[config.mk]
export PLATFORM = sky130hd
export DESIGN_NAME = scratchpad_feature_buffer
export DESIGN_NICKNAME = d
export VERILOG_FILES = /design/src/rtl/scratchpad_feature_buffer_pkg.sv /design/src/rtl/scratchpad_feature_buffer_bank.sv /design/src/rtl/scratchpad_feature_buffer.sv
export SDC_FILE = /design/constraint.sdc
export NUM_CORES = 1
export LEC_CHECK = 0
export CORE_ASPECT_RATIO = 0.75
export CORE_MARGIN = 1.5
export CORE_UTILIZATION = 30
export DETAILED_ROUTE_END_ITERATION = 12
export PLACE_DENSITY_LB_ADDON = 0.1
export SLEW_MARGIN = 10
export SYNTH_ARGS = -nofsm -noshare
export SYNTH_HDL_FRONTEND = slang
export SYNTH_HIERARCHICAL = 1
export SYNTH_SLANG_ARGS = --single-unit
export TNS_END_PERCENT = 20
[constraint.sdc]
create_clock -name clk -period 3.3 [get_ports clk]
set_input_delay 0.66 -clock clk [delete_from_list [all_inputs] [get_ports clk]]
set_output_delay 0.66 -clock clk [all_outputs]
set_load 0.03 [all_outputs]
[src/rtl/scratchpad_feature_buffer_pkg.sv]
`default_nettype none
//============================================================================
// Module   : scratchpad_feature_buffer_pkg
// Purpose  : Shared types and helpers for the ping-pong feature scratchpad.
//            Holds the bank-state encoding and an index-width helper.
// Ports    : none (package)
// Revision : 1.0 - initial release
//============================================================================
package scratchpad_feature_buffer_pkg;

    // Lifecycle of one bank: loaded, then consumed, then recycled.
    typedef enum logic [1:0] {
        BANK_EMPTY   = 2'd0,
        BANK_FILLING = 2'd1,
        BANK_FULL    = 2'd2
    } bank_state_t;

    localparam int NUM_BANKS = 2;

    // Width of an index into n entries; never narrower than one bit.
    function automatic int idx_w(input int n);
        return (n > 1) ? $clog2(n) : 1;
    endfunction

endpackage
`default_nettype wire

[src/rtl/scratchpad_feature_buffer_bank.sv]
`default_nettype none
//============================================================================
// Module   : scratchpad_feature_buffer_bank
// Purpose  : One bank of TN x DEPTH lines of LINE_W bits with per-line valid
//            bits and a fill counter. One write port, one read port that
//            returns the addressed line of every group at once.
// Ports    : clk, rst          - clock, async active-high reset
//            wr_en_i           - write strobe (already range-checked)
//            wr_group_i/line_i - write address
//            wr_data_i         - write data
//            clr_i             - drop all valid bits and the fill count
//            rd_line_i         - line read from all groups (combinational)
//            rd_data_o         - group g in [g*LINE_W +: LINE_W]
//            fill_done_o       - this write sets the last missing valid bit
// Revision : 1.0 - initial release
//============================================================================
module scratchpad_feature_buffer_bank #(
    parameter int TN     = 4,
    parameter int DEPTH  = 5,
    parameter int LINE_W = 8,
    parameter int GI_W   = 2,
    parameter int LI_W   = 3
) (
    input  logic                 clk,
    input  logic                 rst,
    input  logic                 wr_en_i,
    input  logic [GI_W-1:0]      wr_group_i,
    input  logic [LI_W-1:0]      wr_line_i,
    input  logic [LINE_W-1:0]    wr_data_i,
    input  logic                 clr_i,
    input  logic [LI_W-1:0]      rd_line_i,
    output logic [TN*LINE_W-1:0] rd_data_o,
    output logic                 fill_done_o
);

    localparam int TOTAL = TN * DEPTH;
    localparam int CNT_W = $clog2(TOTAL + 1);
    localparam logic [CNT_W-1:0] C_LAST = CNT_W'(TOTAL - 1);

    logic [LINE_W-1:0] mem_q   [TN][DEPTH];
    logic [DEPTH-1:0]  valid_q [TN];
    logic [CNT_W-1:0]  cnt_q;
    logic              w_new_line;

    // Only a 0->1 valid transition advances the count, so rewrites are free.
    assign w_new_line  = ~valid_q[wr_group_i][wr_line_i];
    assign fill_done_o = wr_en_i & w_new_line & (cnt_q == C_LAST);

    // Payload storage needs no reset: the valid bits gate its meaning.
    always_ff @(posedge clk) begin
        if (wr_en_i) begin
            mem_q[wr_group_i][wr_line_i] <= wr_data_i;
        end
    end

    always_ff @(posedge clk or posedge rst) begin
        if (rst) begin
            for (int g = 0; g < TN; g++) begin
                valid_q[g] <= '0;
            end
            cnt_q <= '0;
        end else if (clr_i) begin
            for (int g = 0; g < TN; g++) begin
                valid_q[g] <= '0;
            end
            cnt_q <= '0;
        end else if (wr_en_i) begin
            valid_q[wr_group_i][wr_line_i] <= 1'b1;
            if (w_new_line) begin
                cnt_q <= cnt_q + CNT_W'(1);
            end
        end
    end

    generate
        for (genvar g = 0; g < TN; g++) begin : g_rd_grp
            assign rd_data_o[g*LINE_W +: LINE_W] = mem_q[g][rd_line_i];
        end
    endgenerate

endmodule
`default_nettype wire

[src/rtl/scratchpad_feature_buffer.sv]
`default_nettype none
//============================================================================
// Module   : scratchpad_feature_buffer
// Purpose  : Ping-pong feature scratchpad. The loader fills one bank while
//            the PE array reads all groups of a line from the other; banks
//            swap automatically on fill completion and on release.
// Ports    : clk, rst                     - clock, async active-high reset
//            wr_en_i/group_i/line_i/data_i - line write into the fill bank
//            wr_ready_o                    - fill bank can accept a write
//            rd_en_i, rd_line_i            - read one line of every group
//            rd_data_o, rd_valid_o         - registered read result
//            rd_bank_ready_o               - read bank holds a full tile
//            rd_release_i                  - consumer done with read bank
//            wr_bank_o                     - current fill bank index
//            addr_err_o                    - sticky range/not-ready error
// Revision : 1.0 - initial release
//============================================================================
module scratchpad_feature_buffer
    import scratchpad_feature_buffer_pkg::*;
#(
    parameter int TN      = 4,
    parameter int DEPTH   = 5,
    parameter int LINE_W  = 8,
    parameter int GRP_AW  = 8,
    parameter int LINE_AW = 4
) (
    input  logic                 clk,
    input  logic                 rst,
    input  logic                 wr_en_i,
    input  logic [GRP_AW-1:0]    wr_group_i,
    input  logic [LINE_AW-1:0]   wr_line_i,
    input  logic [LINE_W-1:0]    wr_data_i,
    output logic                 wr_ready_o,
    input  logic                 rd_en_i,
    input  logic [LINE_AW-1:0]   rd_line_i,
    output logic [TN*LINE_W-1:0] rd_data_o,
    output logic                 rd_valid_o,
    output logic                 rd_bank_ready_o,
    input  logic                 rd_release_i,
    output logic                 wr_bank_o,
    output logic                 addr_err_o
);

    localparam int GI_W = idx_w(TN);
    localparam int LI_W = idx_w(DEPTH);
    localparam logic [GRP_AW-1:0]  C_TN    = GRP_AW'(TN);
    localparam logic [LINE_AW-1:0] C_DEPTH = LINE_AW'(DEPTH);

    bank_state_t         state_q [NUM_BANKS];
    bank_state_t         state_d [NUM_BANKS];
    logic                wr_bank_q, wr_bank_d;
    logic                rp_q, rp_d;
    logic [TN*LINE_W-1:0] rd_data_q, rd_data_d;
    logic                rd_valid_q, rd_valid_d;
    logic                addr_err_q, addr_err_d;

    logic                w_wr_inrange, w_rd_inrange;
    logic                w_wr_acc, w_rd_acc, w_release;
    logic [NUM_BANKS-1:0] w_bank_wr, w_bank_clr, w_fill_done;
    logic [TN*LINE_W-1:0] w_bank_rd [NUM_BANKS];

    assign w_wr_inrange    = (wr_group_i < C_TN) && (wr_line_i < C_DEPTH);
    assign w_rd_inrange    = (rd_line_i < C_DEPTH);
    assign wr_ready_o      = (state_q[wr_bank_q] != BANK_FULL);
    assign rd_bank_ready_o = (state_q[rp_q] == BANK_FULL);
    assign w_wr_acc        = wr_en_i & wr_ready_o & w_wr_inrange;
    assign w_rd_acc        = rd_en_i & rd_bank_ready_o & w_rd_inrange;
    assign w_release       = rd_release_i & rd_bank_ready_o;

    generate
        for (genvar b = 0; b < NUM_BANKS; b++) begin : g_bank
            assign w_bank_wr[b]  = w_wr_acc & (wr_bank_q == 1'(b));
            assign w_bank_clr[b] = w_release & (rp_q == 1'(b));

            scratchpad_feature_buffer_bank #(
                .TN     (TN),
                .DEPTH  (DEPTH),
                .LINE_W (LINE_W),
                .GI_W   (GI_W),
                .LI_W   (LI_W)
            ) u_bank (
                .clk         (clk),
                .rst         (rst),
                .wr_en_i     (w_bank_wr[b]),
                .wr_group_i  (wr_group_i[GI_W-1:0]),
                .wr_line_i   (wr_line_i[LI_W-1:0]),
                .wr_data_i   (wr_data_i),
                .clr_i       (w_bank_clr[b]),
                .rd_line_i   (rd_line_i[LI_W-1:0]),
                .rd_data_o   (w_bank_rd[b]),
                .fill_done_o (w_fill_done[b])
            );
        end
    endgenerate

    always_comb begin
        state_d    = state_q;
        rd_data_d  = rd_data_q;
        rd_valid_d = w_rd_acc;
        // A write never targets the bank being released (that bank is FULL,
        // which blocks the writer), so both updates can be applied in turn.
        for (int b = 0; b < NUM_BANKS; b++) begin
            if (w_bank_wr[b]) begin
                state_d[b] = w_fill_done[b] ? BANK_FULL : BANK_FILLING;
            end
            if (w_bank_clr[b]) begin
                state_d[b] = BANK_EMPTY;
            end
        end
        // fill_done only fires for the bank being written.
        wr_bank_d = wr_bank_q ^ (|w_fill_done);
        rp_d      = rp_q ^ w_release;
        // The read samples the old bank even when released in the same cycle.
        if (w_rd_acc) begin
            rd_data_d = w_bank_rd[rp_q];
        end
        addr_err_d = addr_err_q
                   | (wr_en_i & ~w_wr_inrange)
                   | (rd_en_i & (~rd_bank_ready_o | ~w_rd_inrange));
    end

    always_ff @(posedge clk or posedge rst) begin
        if (rst) begin
            for (int b = 0; b < NUM_BANKS; b++) begin
                state_q[b] <= BANK_EMPTY;
            end
            wr_bank_q  <= 1'b0;
            rp_q       <= 1'b0;
            rd_data_q  <= '0;
            rd_valid_q <= 1'b0;
            addr_err_q <= 1'b0;
        end else begin
            state_q    <= state_d;
            wr_bank_q  <= wr_bank_d;
            rp_q       <= rp_d;
            rd_data_q  <= rd_data_d;
            rd_valid_q <= rd_valid_d;
            addr_err_q <= addr_err_d;
        end
    end

    assign rd_data_o  = rd_data_q;
    assign rd_valid_o = rd_valid_q;
    assign wr_bank_o  = wr_bank_q;
    assign addr_err_o = addr_err_q;

endmodule
`default_nettype wire

=== Word-level counts from Yosys, hierarchy flattened ===
Memories as Yosys holds them, arrays and structs flattened.
Index checks and enable logic that the tools add are counted.

* Add/sub/neg operators: 2
* Magnitude comparators: 12
* Equality and inequality tests: 6
* Muxes and demuxes: 69
* Bitwise gates (word level): 34
* Reductions and logical operators: 9

{| class="wikitable"
|+ Operators by type and width
! kind !! number
|-
| 8-bit binary-select mux with 3-bit select || 8
|-
| 8-bit two-way mux || 17
|-
| 32-bit two-way mux || 3
|-
| 20-bit two-way mux || 4
|-
| 40-bit two-way mux || 2
|-
| 5-bit two-way mux || 11
|-
| 20-bit OR || 2
|-
| 8-bit demux with 3-bit select || 1
|-
| 2-bit two-way mux || 12
|-
| 5-bit binary-select mux with 2-bit select || 2
|-
| 1-bit AND || 15
|-
| 5-bit by 1-bit adder with 5-bit output, second input constant || 2
|-
| 5-bit demux with 2-bit select || 1
|-
| 5-bit == test, second input constant || 2
|-
| 4-bit >= comparator, second input constant || 2
|-
| 4-bit by 3-bit < comparator with 1-bit output, second input constant || 2
|-
| 8-bit by 3-bit < comparator with 1-bit output, second input constant || 1
|-
| 3-bit inverter with 4-bit output || 2
|-
| 1-bit inverter || 7
|-
| 1-bit binary-select mux with 3-bit select || 2
|-
| 1-bit two-way mux || 5
|-
| 2-bit >= comparator, second input constant || 2
|-
| 1-bit logical AND || 4
|-
| 3-bit by 4-bit < comparator with 1-bit output, second input constant || 1
|-
| 15 further kinds || 22
|}

* Bits in registers: 90
* RAM bits: 320
* Bits of input ports: 29
* Output and inout bits: 37
* Word-level logic and storage cells: 151
* Memories: 2

{| class="wikitable"
|+ Memory list
! memory !! words !! bits a word !! rd ports !! clocked after memory_dff !! wr ports !! RTL line !! RTL
|-
| g_bank[0].u_bank.mem_q || 4 || 40 || 4 || 0 || 1 || scratchpad_feature_buffer_bank.sv:40 || <nowiki>logic [LINE_W-1:0] mem_q [TN][DEPTH];</nowiki>
|-
| g_bank[1].u_bank.mem_q || 4 || 40 || 4 || 0 || 1 || scratchpad_feature_buffer_bank.sv:40 ||
|}

=== Logic depth before layout (Yosys ltp) ===
* Word-level depth: 13
* Gate-level depth with buffers: 9
* Gate-level depth less buffers: 8

=== Cells and area by module ===
Netlist, hierarchy kept.

{| class="wikitable"
|+ Modules (own cells, without submodules)
! module !! times used !! cells an instance !! area each (sq um) !! seq. area each (sq um)
|-
| scratchpad_feature_buffer_bank at g_bank[0].u_bank || 1 || 496 || 7464.7 || 5430.2
|-
| scratchpad_feature_buffer_bank at g_bank[1].u_bank || 1 || 485 || 7315.8 || 5430.2
|-
| scratchpad_feature_buffer || 1 || 187 || 2222.1 || 1001.0
|}

=== Worst setup path after synthesis ===
OpenSTA, ideal clock, no wires.

* Kind: in2reg
* From: input wr_group_i[5]
* To: memory g_bank[0].u_bank/mem_q[0][32] (netlist name) (enable)
* Setup time: 386 ps
* Data arrival time: 2556 ps
* Required time: 2914 ps
* Slack: 359 ps
* Stages on the path: 5
* Buffers on the path: 0
* Path through: nor4_2 nand2_1 nor2_1 or4b_2 nor3_1

* Word-level cells in the longest chain between the ends: 6

{| class="wikitable"
|+ Ends and longest elaborated chain
! item !! RTL line !! RTL
|-
| from (decl) || scratchpad_feature_buffer.sv:30 || <nowiki>input logic [GRP_AW-1:0] wr_group_i,</nowiki>
|-
| 8-bit by 3-bit < comparator with 1-bit output || scratchpad_feature_buffer.sv:62 || <nowiki>assign w_wr_inrange = (wr_group_i < C_TN) && (wr_line_i < C_DEPTH);</nowiki>
|-
| 1-bit logical AND || scratchpad_feature_buffer.sv:62 ||
|-
| 1-bit AND || scratchpad_feature_buffer.sv:66 || <nowiki>assign w_wr_acc = wr_en_i & wr_ready_o & w_wr_inrange;</nowiki>
|-
| 1-bit AND || scratchpad_feature_buffer.sv:72 || <nowiki>assign w_bank_wr[b] = w_wr_acc & (wr_bank_q == 1'(b));</nowiki>
|-
| named net w_bank_wr[0] || scratchpad_feature_buffer.sv:59 || <nowiki>logic [NUM_BANKS-1:0] w_bank_wr, w_bank_clr, w_fill_done;</nowiki>
|-
| 1-bit two-way mux || scratchpad_feature_buffer_bank.sv:51 || <nowiki>if (wr_en_i) begin</nowiki>
|-
| 40-bit two-way mux (implied by the code) || scratchpad_feature_buffer_bank.sv:52 || <nowiki>mem_q[wr_group_i][wr_line_i] <= wr_data_i;</nowiki>
|-
| to (decl) || scratchpad_feature_buffer_bank.sv:40 ||
|}

The timed path passes the listed nets, and every way through them passes these cells.

=== Final worst setup path ===
* From: input wr_group_i[5]
* To: memory g_bank[0].u_bank/mem_q[0][33] (netlist name) (enable)

The elaborated chain is that of the path after synthesis.

==> impl_metrics.csv <==
group,metric,value,unit
status,status,"finished clean",
sta,fmax,346,MHz
sta,setup_viol,0,
power,ir_worst_vdd,321,uV
grt,grtUsageTotal,16.2,%
clock_tree,clockRootBuffer,"clkbuf_16",
clock_tree,clkSlewWorstSetupHoldPaths,60,ps
sta,clock_skew,28.1,ps
clock_tree,htree_levels,2,
logic_synthesis,syn_area,0.0170,mm2
floorplan,dieWidth,278,um
floorplan,rows,75,
detailed_routing,vias,9884,
grt,grt_pass1_wl,69400,um
clock_tree,cts_tree,"built",
floorplan,initial_core_util,30.4,%
placed_design,port-buffer-count,65,
sta,period_needed,2890,ps
floorplan,coreArea,0.0559,mm2
logic_synthesis,ys_seq_area_share,69.8,%
logic_synthesis,yosysTopAreaCellShare,56.5,%
logic_synthesis,synth_top_area_cell,"edfxtp_1",
finish,antennaDiodeCount,0,
setup_path,crit_type,"in2reg",
placed_design,dp_hpwl,29100,um
hold_path,hp-class,"in2async",
power,power.internal,8.89,mW
grt,grt_pass1_vias,10111,
run,cap_violations,0,
clock_tree,cts_resized,0,
detailed_routing,routed_wl,46000,um
power,switching_share,21.6,%
clock_tree,cts_buffers,44,
power,leakage,7.73,nW
logic_synthesis,synthTopCellsByArea,"edfxtp_1 57%, dfrtp_1 13%, mux2i_1 9.3%",
finish,fin_nets,1334,
power,clkPwrFrac,46.0,%
clock_tree,cts_setup_buffers,0,
logic_synthesis,synth_ff_type,"edfxtp_1",
clock_tree,clk_latency,590,ps
logic_synthesis,synth_edf_count,320,
floorplan,die_h,209,um
detailed_routing,drt_iter0_drc,696,
sta,hold_viol,0,
grt,grt-ovfl-total,0,
logic_synthesis,ys_types,61,
finish,fin_area,0.0205,mm2
sta,rsz0062_at_grt,"no",
grt,grt_start_max_net_pins,68,
setup_path,start_kind,"primary input",
detailed_routing,via_per_inst,4.78,
clock_tree,cts-hold-fix-buffers,0,
placed_design,placedInstanceArea,0.0190,mm2
logic_synthesis,syn-num-nets,1201,
detailed_routing,ant_nets,0,
grt,antenna_found_initial,0,
detailed_routing,post_drt_wl_per_cell,22.2,um
detailed_routing,route.detailed.drc,0,
sta,worst_pin_slew,1180,ps
sta,maxSlewHeadroom,21.5,%
setup_path,cp_max_fo,8,
detailed_routing,drtPass1Iterations,7,
logic_synthesis,netlist_instances,1168,
logic_synthesis,ys_async_sr_fraction,22.0,%
setup_path,end_kind,"flip-flop",
sta,fin_setup_tns,0,ps
floorplan,dieArea,0.0581,mm2
finish,area_growth,20.5,%
setup_path,reg2reg_depth,6,
sta,drv_slew,0,
setup_path,r2r_setup_slack,780,ps
power,powerDensity,554,mW/mm2
clock_tree,cts.sinks,410,
setup_path,r2r_start,"wr_bank_o",
logic_synthesis,ys_ff_latch,410,
power,seqPwrFrac,49.2,%
clock_tree,clock_path_buffers,3,
logic_synthesis,yosys_warnings,6,
setup_path,reg2reg_to,"g_bank[0].u_bank/mem_q[0][33]",
sta,fin_crit_sh,87.5,%
logic_synthesis,avgSynthCellArea,14.6,um2
setup_path,worstPathRequired,3580,ps
setup_path,worstPathArrival,3160,ps
power,p_comb_share,4.8,%
power,power.switching,2.45,mW
finish,layout-drive-gt1-share,20.0,%
floorplan,io_pins,66,
placed_design,gp_congestion,0.752,
[power groups by stage]
stage,sequential (mW),clock (mW),combinational [mW]
after floorplan,5.69,0,0.280
after global placement,5.69,0,0.553
after detailed placement,5.69,0,0.554
after CTS,5.58,5.39,0.555
after global routing,5.58,5.59,0.595
final,5.58,5.22,0.541
[placed cells by master (no fill, tap or decap), types with 4 or more instances in the layout]
cell type / n
o21ai_0: 4
buf_4: 87
clkbuf_1: 11
bufinv_16: 7
mux4_2: 10
mux2i_1: 158
clkinv_2: 9
a31oi_1: 5
clkbuf_16: 45
dfrtp_1: 89
nor2_1: 172
nor3_1: 10
nor3b_1: 6
o22ai_1: 62
nor2b_1: 13
nand2_1: 12
ha_1: 4
clkdlybuf4s50_1: 61
nand2b_1: 13
inv_1: 7
nand3_1: 10
buf_12: 7
o21ai_2: 32
a21oi_1: 77
nand2_2: 32
mux2_2: 5
edfxtp_1: 320
[per-layer routing]
metal,track usage [%],vias up,part of all wire (%)
li1,-,4644,-
met1,25.3,4990,52
met2,23.0,199,42
met3,3.41,51,4.5
met4,3.26,0,1.7
met5,0,-,0
[cells in the mapped netlist (2+ instances only)]
cell type    n
nand3b_1     2
clkbuf_1    40
nor3b_1      6
buf_1       13
mux2_2       5
buf_6        4
nor2b_1     15
nand2_2     32
o21ai_1      2
nand3_1     10
inv_1        8
inv_2        2
and2_1       2
mux4_2      10
o21ba_2      2
nand2_1     12
buf_2        9
o22ai_1     62
o21ai_0      4
ha_1         4
or3b_2       2
nor2_1     172
buf_12       4
and3_1       3
nor3_1      10
edfxtp_1   320
dfrtp_1     90
o21ai_2     32
mux2_1       3
a21oi_1     77
a211oi_1     2
nor4_4       2
nor4_2       2
or4_1        2
mux2i_1    158
o31ai_1      3
o32ai_1      2
nand2b_1    13
a31oi_1      5
[how the worst max path moves through the flow]
stage,start,to,cells past startpoint,slack [ps]
floorplan,wr_group_i[5],g_bank[0].u_bank/mem_q[0][32],5,360
global placement,wr_group_i[5],g_bank[0].u_bank/mem_q[0][33],8,-100
detailed placement,wr_group_i[5],g_bank[0].u_bank/mem_q[0][33],8,-170
CTS,rp_q,rd_bank_ready_o,3,420
global route,wr_group_i[5],g_bank[0].u_bank/mem_q[0][33],8,300
finish,wr_group_i[5],g_bank[0].u_bank/mem_q[0][33],8,410
[sequential cells by signal, summed over array words and instances (netlist names)]
| name | count |
|---|---|
| addr_err_o | 1 |
| g_bank.u_bank/cnt_q | 10 |
| g_bank.u_bank/mem_q | 320 |
| g_bank.u_bank/valid_q | 40 |
| rd_data_o | 32 |
| rd_valid_o | 1 |
| rp_q | 1 |
| state_q | 4 |
| wr_bank_o | 1 |
[layout make-up]
type                            instances  area (um2)
Clock inverter                         23         299
Tap cell                              731         915
Inverter                               10        37.5
Multi-Input combinational cell        677        4740
Fill cell                            5373       35400
Timing Repair Buffer                  158        1430
Sequential cell                       410       11900
Clock buffer                           59        1210
[cells by family after synthesis]
| kind of cell | after synthesis | synth area share [%] |
|---|---|---|
| DFF | 410 | 69.8 |
| and+or+nand+nor | 298 | 8.66 |
| muxes | 176 | 11.2 |
| adders and majority gates | 4 | 0.294 |
| AOI/OAI and AO/OA | 198 | 7.59 |
| buffers and inverters | 81 | 2.48 |
| xor gates and xnor gates | 1 | 0.0515 |
[critical path, stage by stage]
cell and delay, ps:
clkdlybuf4s50_1 420, nor4_2 380, nand2_1 130, nor2_1 170
buf_4 140, or4b_2 630, nor3_1 350, buf_4 280
[stage by stage]
stage / hold slack, ps / std cells / setup WS, ps / utilization, % / total power, mW
2_1_floorplan: 457 / 1168 / 359 / - / 5.97
3_3_place_gp: 464 / 1986 / -96.0 / 33.9 / 6.24
3_5_place_dp: 467 / 1986 / -169 / 33.9 / 6.24
4_1_cts: 453 / 2068 / 420 / 36.6 / 11.5
5_1_grt: 471 / 2068 / 305 / 36.6 / 11.8
6_report: 455 / 2068 / 411 / 36.6 / 11.3
Note: power is estimated with default switching activity, not from simulation.
